**config.mk**
```make
export PLATFORM = sky130hd
export DESIGN_NAME = lane_lamp_driver
export DESIGN_NICKNAME = d
export VERILOG_FILES = /design/src/rtl/lane_lamp_driver_pkg.sv /design/src/rtl/lane_lamp_driver_phase_timer.sv /design/src/rtl/lane_lamp_driver.sv
export SDC_FILE = /design/constraint.sdc
export NUM_CORES = 1
export LEC_CHECK = 0
export ABC_AREA = 1
export BUFFER_PORTS_ARGS = -buffer_cell sky130_fd_sc_hd__clkbuf_2
export CAP_MARGIN = 30
export CORE_UTILIZATION = 57
export CTS_CLUSTER_SIZE = 8
export DETAILED_ROUTE_END_ITERATION = 10
export HOLD_SLACK_MARGIN = 0.15
export PLACE_DENSITY = 0.83
export SLEW_MARGIN = 20
export SYNTH_ARGS = -nofsm -noshare
export SYNTH_HDL_FRONTEND = slang
export SYNTH_SLANG_ARGS = --single-unit
```
**constraint.sdc**
```tcl
create_clock -name clk -period 2.9 [get_ports clk]
set_clock_uncertainty 0.05 [all_clocks]
set_input_delay 0.145 -clock clk [delete_from_list [all_inputs] [get_ports clk]]
set_output_delay 0.145 -clock clk [all_outputs]
set_load 0.005 [all_outputs]
```
**src/rtl/lane_lamp_driver_pkg.sv**
```systemverilog
// Shared traffic definitions: lane codes, lamp encodings, controller state enum and lamp decode helpers.
// The FLASH state exists only when FLASH_ON_FAULT_EN is defined.
package lane_lamp_driver_pkg;

  localparam logic [7:0] LANE_NS = 8'b00110011;
  localparam logic [7:0] LANE_EW = 8'b11001100;

  localparam logic [2:0] LAMP_RED = 3'b100;
  localparam logic [2:0] LAMP_YEL = 3'b010;
  localparam logic [2:0] LAMP_GRN = 3'b001;
  localparam logic [2:0] LAMP_OFF = 3'b000;

  typedef enum logic [2:0] {
    CLEAR  = 3'd0,
    IDLE   = 3'd1,
    GREEN  = 3'd2,
    YELLOW = 3'd3,
    ALLRED = 3'd4
`ifdef FLASH_ON_FAULT_EN
    ,
    FLASH  = 3'd5
`endif
  } laneState_e;

  function automatic logic isLegal(input logic [7:0] code);
    return (code == LANE_NS) || (code == LANE_EW);
  endfunction

  // One direction's lamp; dirOn means the direction belongs to the active lane.
  function automatic logic [2:0] lampFor(input laneState_e st, input logic dirOn, input logic dark);
    if (dark) return LAMP_OFF;
    if (dirOn && (st == GREEN)) return LAMP_GRN;
    if (dirOn && (st == YELLOW)) return LAMP_YEL;
    return LAMP_RED;
  endfunction

endpackage

```
**src/rtl/lane_lamp_driver_phase_timer.sv**
```systemverilog
// phase_timer: loadable down-counter that stops at zero; done marks the last cycle of an interval.
// Shared with the day-time sequencer.
module phase_timer #(
  parameter int WIDTH = 4
) (
  input  logic             clk,
  input  logic             rst,
  input  logic             load,
  input  logic [WIDTH-1:0] loadVal,
  output logic             done,
  output logic             zero
);

  logic [WIDTH-1:0] count;

  always_ff @(posedge clk) begin
    if (!rst) begin
      count <= '0;
    end else if (load) begin
      count <= loadVal;
    end else if (count != '0) begin
      count <= count - 1'b1;
    end
  end

  assign done = (count == WIDTH'(1));
  assign zero = (count == '0);

endmodule

```
**src/rtl/lane_lamp_driver.sv**
```systemverilog
// lane_lamp_driver: accepts lane requests and sequences the N/E/S/W lamps with yellow, all-red and min-green timing.
// Optional FLASH_ON_FAULT_EN: an illegal lane code makes every lamp flash red/dark until reset.
module lane_lamp_driver
  import lane_lamp_driver_pkg::*;
#(
  parameter int YELLOW_CYCLES = 3,
  parameter int ALLRED_CYCLES = 2,
  parameter int MIN_GREEN     = 4,
  parameter int FLASH_CYCLES  = 2
) (
  input  logic       clk,
  input  logic       rst,
  input  logic [7:0] lane_req,
  input  logic       req_valid,
  output logic       req_ready,
  output logic [2:0] lamp_n,
  output logic [2:0] lamp_e,
  output logic [2:0] lamp_s,
  output logic [2:0] lamp_w,
  output logic [7:0] active_lane,
  output logic       fault,
  output laneState_e dbgState
);

  localparam int MAX_YR  = (YELLOW_CYCLES > ALLRED_CYCLES) ? YELLOW_CYCLES : ALLRED_CYCLES;
  localparam int MAX_GF  = (MIN_GREEN > FLASH_CYCLES) ? MIN_GREEN : FLASH_CYCLES;
  localparam int MAX_ALL = (MAX_YR > MAX_GF) ? MAX_YR : MAX_GF;
  localparam int TW      = $clog2(MAX_ALL) + 1;

  localparam logic [TW-1:0] T_YEL    = TW'(YELLOW_CYCLES);
  localparam logic [TW-1:0] T_ALLRED = TW'(ALLRED_CYCLES);
  localparam logic [TW-1:0] T_CLEAR1 = TW'(ALLRED_CYCLES - 1);
  localparam logic [TW-1:0] T_GREEN  = TW'(MIN_GREEN);
`ifdef FLASH_ON_FAULT_EN
  localparam logic [TW-1:0] T_FLASH  = TW'(FLASH_CYCLES);
`endif

  laneState_e    state, stateNext;
  logic [7:0]    activeLane, activeNext;
  logic [7:0]    pendingLane, pendingNext;
  logic          faultReg, faultNext;
  logic          timerLoad, timerDone, timerZero;
  logic [TW-1:0] timerLoadVal;
  logic          accept, legalReq, flashDark;
`ifdef FLASH_ON_FAULT_EN
  logic          flashPhase, flashNext;
`endif

  phase_timer #(.WIDTH(TW)) uTimer (
    .clk     (clk),
    .rst     (rst),
    .load    (timerLoad),
    .loadVal (timerLoadVal),
    .done    (timerDone),
    .zero    (timerZero)
  );

  // Handshake: a request transfers on a rising edge where req_valid and req_ready are both 1;
  // the producer holds lane_req stable until then, and req_ready never depends on req_valid.
  assign req_ready = (state == IDLE) || ((state == GREEN) && timerZero);
  assign accept    = req_valid && req_ready;
  assign legalReq  = isLegal(lane_req);

  always_ff @(posedge clk) begin
    if (!rst) begin
      state       <= CLEAR;
      activeLane  <= '0;
      pendingLane <= '0;
      faultReg    <= 1'b0;
`ifdef FLASH_ON_FAULT_EN
      flashPhase  <= 1'b0;
`endif
    end else begin
      state       <= stateNext;
      activeLane  <= activeNext;
      pendingLane <= pendingNext;
      faultReg    <= faultNext;
`ifdef FLASH_ON_FAULT_EN
      flashPhase  <= flashNext;
`endif
    end
  end

  always_comb begin
    stateNext    = state;
    activeNext   = activeLane;
    pendingNext  = pendingLane;
    faultNext    = faultReg;
    timerLoad    = 1'b0;
    timerLoadVal = '0;
`ifdef FLASH_ON_FAULT_EN
    flashNext    = flashPhase;
`endif
    case (state)
      // Reset leaves the timer at zero, so the first CLEAR cycle stands in for the load.
      CLEAR: begin
        if (timerDone || (timerZero && (ALLRED_CYCLES == 1))) begin
          stateNext = IDLE;
        end else if (timerZero) begin
          timerLoad    = 1'b1;
          timerLoadVal = T_CLEAR1;
        end
      end
      IDLE: begin
        if (accept && legalReq) begin
          stateNext    = GREEN;
          activeNext   = lane_req;
          timerLoad    = 1'b1;
          timerLoadVal = T_GREEN;
        end
      end
      GREEN: begin
        if (accept && legalReq && (lane_req != activeLane)) begin
          stateNext    = YELLOW;
          pendingNext  = lane_req;
          timerLoad    = 1'b1;
          timerLoadVal = T_YEL;
        end
      end
      YELLOW: begin
        if (timerDone) begin
          stateNext    = ALLRED;
          activeNext   = '0;
          timerLoad    = 1'b1;
          timerLoadVal = T_ALLRED;
        end
      end
      ALLRED: begin
        if (timerDone) begin
          stateNext    = GREEN;
          activeNext   = pendingLane;
          timerLoad    = 1'b1;
          timerLoadVal = T_GREEN;
        end
      end
`ifdef FLASH_ON_FAULT_EN
      FLASH: begin
        if (timerDone) begin
          flashNext    = ~flashPhase;
          timerLoad    = 1'b1;
          timerLoadVal = T_FLASH;
        end
      end
`endif
      default: stateNext = CLEAR;
    endcase

    // Accepts only happen in IDLE/GREEN, so this covers every ready state.
    if (accept && !legalReq) begin
      faultNext = 1'b1;
`ifdef FLASH_ON_FAULT_EN
      stateNext    = FLASH;
      activeNext   = '0;
      flashNext    = 1'b0;
      timerLoad    = 1'b1;
      timerLoadVal = T_FLASH;
`endif
    end
  end

`ifdef FLASH_ON_FAULT_EN
  assign flashDark = (state == FLASH) && flashPhase;
`else
  assign flashDark = 1'b0;
`endif

  assign lamp_n      = lampFor(state, |activeLane[1:0], flashDark);
  assign lamp_e      = lampFor(state, |activeLane[3:2], flashDark);
  assign lamp_s      = lampFor(state, |activeLane[5:4], flashDark);
  assign lamp_w      = lampFor(state, |activeLane[7:6], flashDark);
  assign active_lane = activeLane;
  assign fault       = faultReg;
  assign dbgState    = state;

endmodule

```
==> impl_metrics.py <==
metrics = {
    "setup_path": {
        "crit_type": "flop to flop",
        "worstPathMaxFanout": 12,
        "cp.required_ps": 3080,
        "cp-end-kind": "flop",
        "worst_setup_path_start_kind": "flop",
        "arrival_ps": 2150,
    },
    "clocking": {
        "clk_path_buf_depth": 2,
        "cts.repair.resized": 0,
        "path_clk_slew_ps": 140,
        "cts_max_level": 1,
        "clock-sinks": 23,
        "cts_tree": "done",
        "insertion_delay_ps": 310,
        "root_buffer": "clkbuf_4",
        "post_cts_buffers": 0,
        "numCtsBuffers": 3,
        "holdBufCountCts": 0,
    },
    "route": {
        "wl_per_cell_um": 11.5,
        "ant_nets": 0,
        "wirelength_um": 3260,
        "drc": 0,
        "firstDrtPassIters": 4,
        "via_per_inst": 5.05,
        "vias": 1435,
        "drt_iter0_drc": 22,
    },
    "synthesis": {
        "ys_warn_count": 0,
        "ys_types": 31,
        "syn_nets": 233,
        "ys_seq_elements": 23,
        "synthTopCellsByArea": "dfxtp_1 31%, nand2_1 10%, inv_1 9.3%, a21oi_1 8.7%, nor2_1 6.0%",
        "ys_seq_area_share_pct": 30.7,
        "synthesis.area_mm2": 0.00150,
        "synth_top_area_cell": "dfxtp_1",
        "netlist_instances": 219,
        "synth_top_area_share_pct": 30.7,
        "avgSynthCellArea_um2": 6.84,
    },
    "floorplanning": {
        "pin_count": 36,
        "fp.dieArea_mm2": 0.00284,
        "num_rows": 18,
        "die_w_um": 53.3,
        "design.core.area_mm2": 0.00248,
        "dieHeight_um": 53.3,
        "initial_utilization_pct": 60.5,
    },
    "hold_path": {
        "hold_class": "primary input to flop",
    },
    "global_routing": {
        "antenna_found_initial": 0,
        "grt_usage_pct": 25.3,
        "grt_pass1_wl_um": 5290,
        "grt_max_degree": 18,
        "grt_pass1_vias": 1200,
        "overflow": 0,
    },
    "finish": {
        "area_growth_pct": 13.8,
        "layout-drive-gt1-share_pct": 26.8,
        "n_antenna_cell": 0,
        "nFillCells": 228,
        "nets": 269,
    },
    "timing": {
        "period_share_pct": 68.1,
        "whs_ps": 161,
        "post-route-min-period_ps": 1980,
        "tightest_slew_ps": 351,
        "final-max-slew-violation-count": 0,
        "layout_setup_ws_ps": 924,
        "tns_ps": 0,
        "setup_viol": 0,
        "finalHoldViolCount": 0,
        "max_freq_mhz": 506,
        "rsz0062_at_grt": "false",
        "max_slew_margin_pct": 76.6,
    },
    "place": {
        "routabilityCongestion": 0.933,
        "numPortBuffers": 35,
        "dp_hpwl_um": 2490,
        "dp_slack_ps": 977,
    },
    "power_and_ir_drop": {
        "ir_drop_mv": 0.647,
        "power_leakage_uw": 0.000792,
        "powerDensity_mw_per_mm2": 892,
    },
    "outcome": {
        "status": "completed",
    },
    "job": {
        "max-cap-violations": 0,
    },
}
## power by group
| group | internal, uW | switching, uW |
|---|---|---|
| sequential | 401 | 88.7 |
| clock | 51.5 | 102 |
| combinational | 336 | 542 |
## metrics by stage
| step | instances | power, uW | instance area [um^2] | util (%) |
|---|---|---|---|---|
| finish | 284 | 1520 | 1710 | 68.8 |
| floorplan | 219 | 1170 | 1500 | - |
| CTS | 284 | 1520 | 1710 | 68.8 |
| global route | 284 | 1660 | 1710 | 68.8 |
| global placement | 280 | 1360 | 1680 | 67.7 |
| detailed placement | 280 | 1370 | 1680 | 67.7 |
## layout make-up
type | count | area [um^2] | area share, %
clock buffers | 3 | 22.5 | 1.32
clock inverters | 1 | 5.00 | 0.293
inverters | 40 | 153 | 8.95
multi-input cells | 152 | 852 | 50.0
flip-flops and latches | 23 | 460 | 27.0
well taps | 30 | 37.5 | 2.20
repair buffers | 35 | 175 | 10.3
## metal layers
layer / global-route usage (%) / wire [um]
met1: 35.6 / 1660
met2: 40.4 / 1470
met3: 3.45 / 100
met4: 5.26 / 33
met5: 0 / 0
## worst paths after layout
| kind | from | endpoint | slack, ps | depth (start not counted) |
|---|---|---|---|---|
| max reg2reg | uTimer.count[1]$_SDFFE_PN0P_ | uTimer.count[2]$_SDFFE_PN0P_ | 920 | 13 |
| min | req_valid | fault$_SDFFE_PN0P_ | 160 | 3 |
| max | uTimer.count[1]$_SDFFE_PN0P_ | uTimer.count[2]$_SDFFE_PN0P_ | 920 | 13 |
| min reg2reg | pendingLane[2]$_SDFFE_PN0P_ | pendingLane[2]$_SDFFE_PN0P_ | 420 | 2 |
## logic make-up (layout without fill, tap and decap cells)
logic type | count (synthesis) | after routing | share of synthesized area (%)
xor gates and xnor gates | 6 | 6 | 3.51
adders and majority gates | 3 | 3 | 2.50
AOI/OAI and AO/OA | 53 | 53 | 21.6
buffers and inverters | 44 | 79 | 12.4
DFF | 23 | 23 | 30.7
and+or+nand+nor | 90 | 90 | 29.2
## placed cells by master, fill, tap and decap left out, types with 2 or more instances in the layout
cell type | Yosys | routed
dfxtp_1 | 23 | 23
nor2_2 | 4 | 4
a21oi_1 | 26 | 26
nand2_1 | 40 | 40
nand2_2 | 7 | 7
clkbuf_4 | 0 | 3
xnor2_1 | 5 | 5
a21oi_2 | 3 | 3
nor2_4 | 2 | 2
nand2_4 | 2 | 2
nor2_1 | 24 | 24
nand3_2 | 3 | 3
nand3_1 | 6 | 6
o22ai_1 | 7 | 7
inv_1 | 37 | 37
o21ai_0 | 10 | 10
o21ai_2 | 2 | 2
ha_1 | 3 | 3
clkbuf_2 | 0 | 35
## cell usage after synthesis
cell,instances
nand4_1,1
a21oi_2,3
buf_8,1
inv_1,37
nand3_1,6
xor2_1,1
ha_1,3
clkbuf_1,2
a21oi_1,26
o21ai_4,1
inv_2,1
clkinv_1,1
nand2_4,2
xnor2_1,5
nand2_2,7
inv_4,1
a21oi_4,1
buf_6,1
o21ai_2,2
a31oi_2,1
nor2_1,24
a31oi_1,1
o21ai_0,10
nor2_4,2
nand3_4,1
nand3_2,3
dfxtp_1,23
o22ai_1,7
nor2_2,4
o21ai_1,1
nand2_1,40
## critical path, cell delays in order (launching register included)
cell and delay (ps):
dfxtp_1 330, inv_1 110, ha_1 160, inv_1 60
nor2_4 150, nand2_2 90, nand2_4 90, nand2_2 60
nor2_2 110, nand3_2 240, nand2_2 170, nor2_2 60
a21oi_1 150, nor2_1 60
## sequential cells by signal, summed over array words and instances, names as in the netlist
signal,cells
active_lane,8
pendingLane,8
dbgState,3
uTimer.count,3
fault,1
No activity file was read; power rests on OpenSTA's default activity.
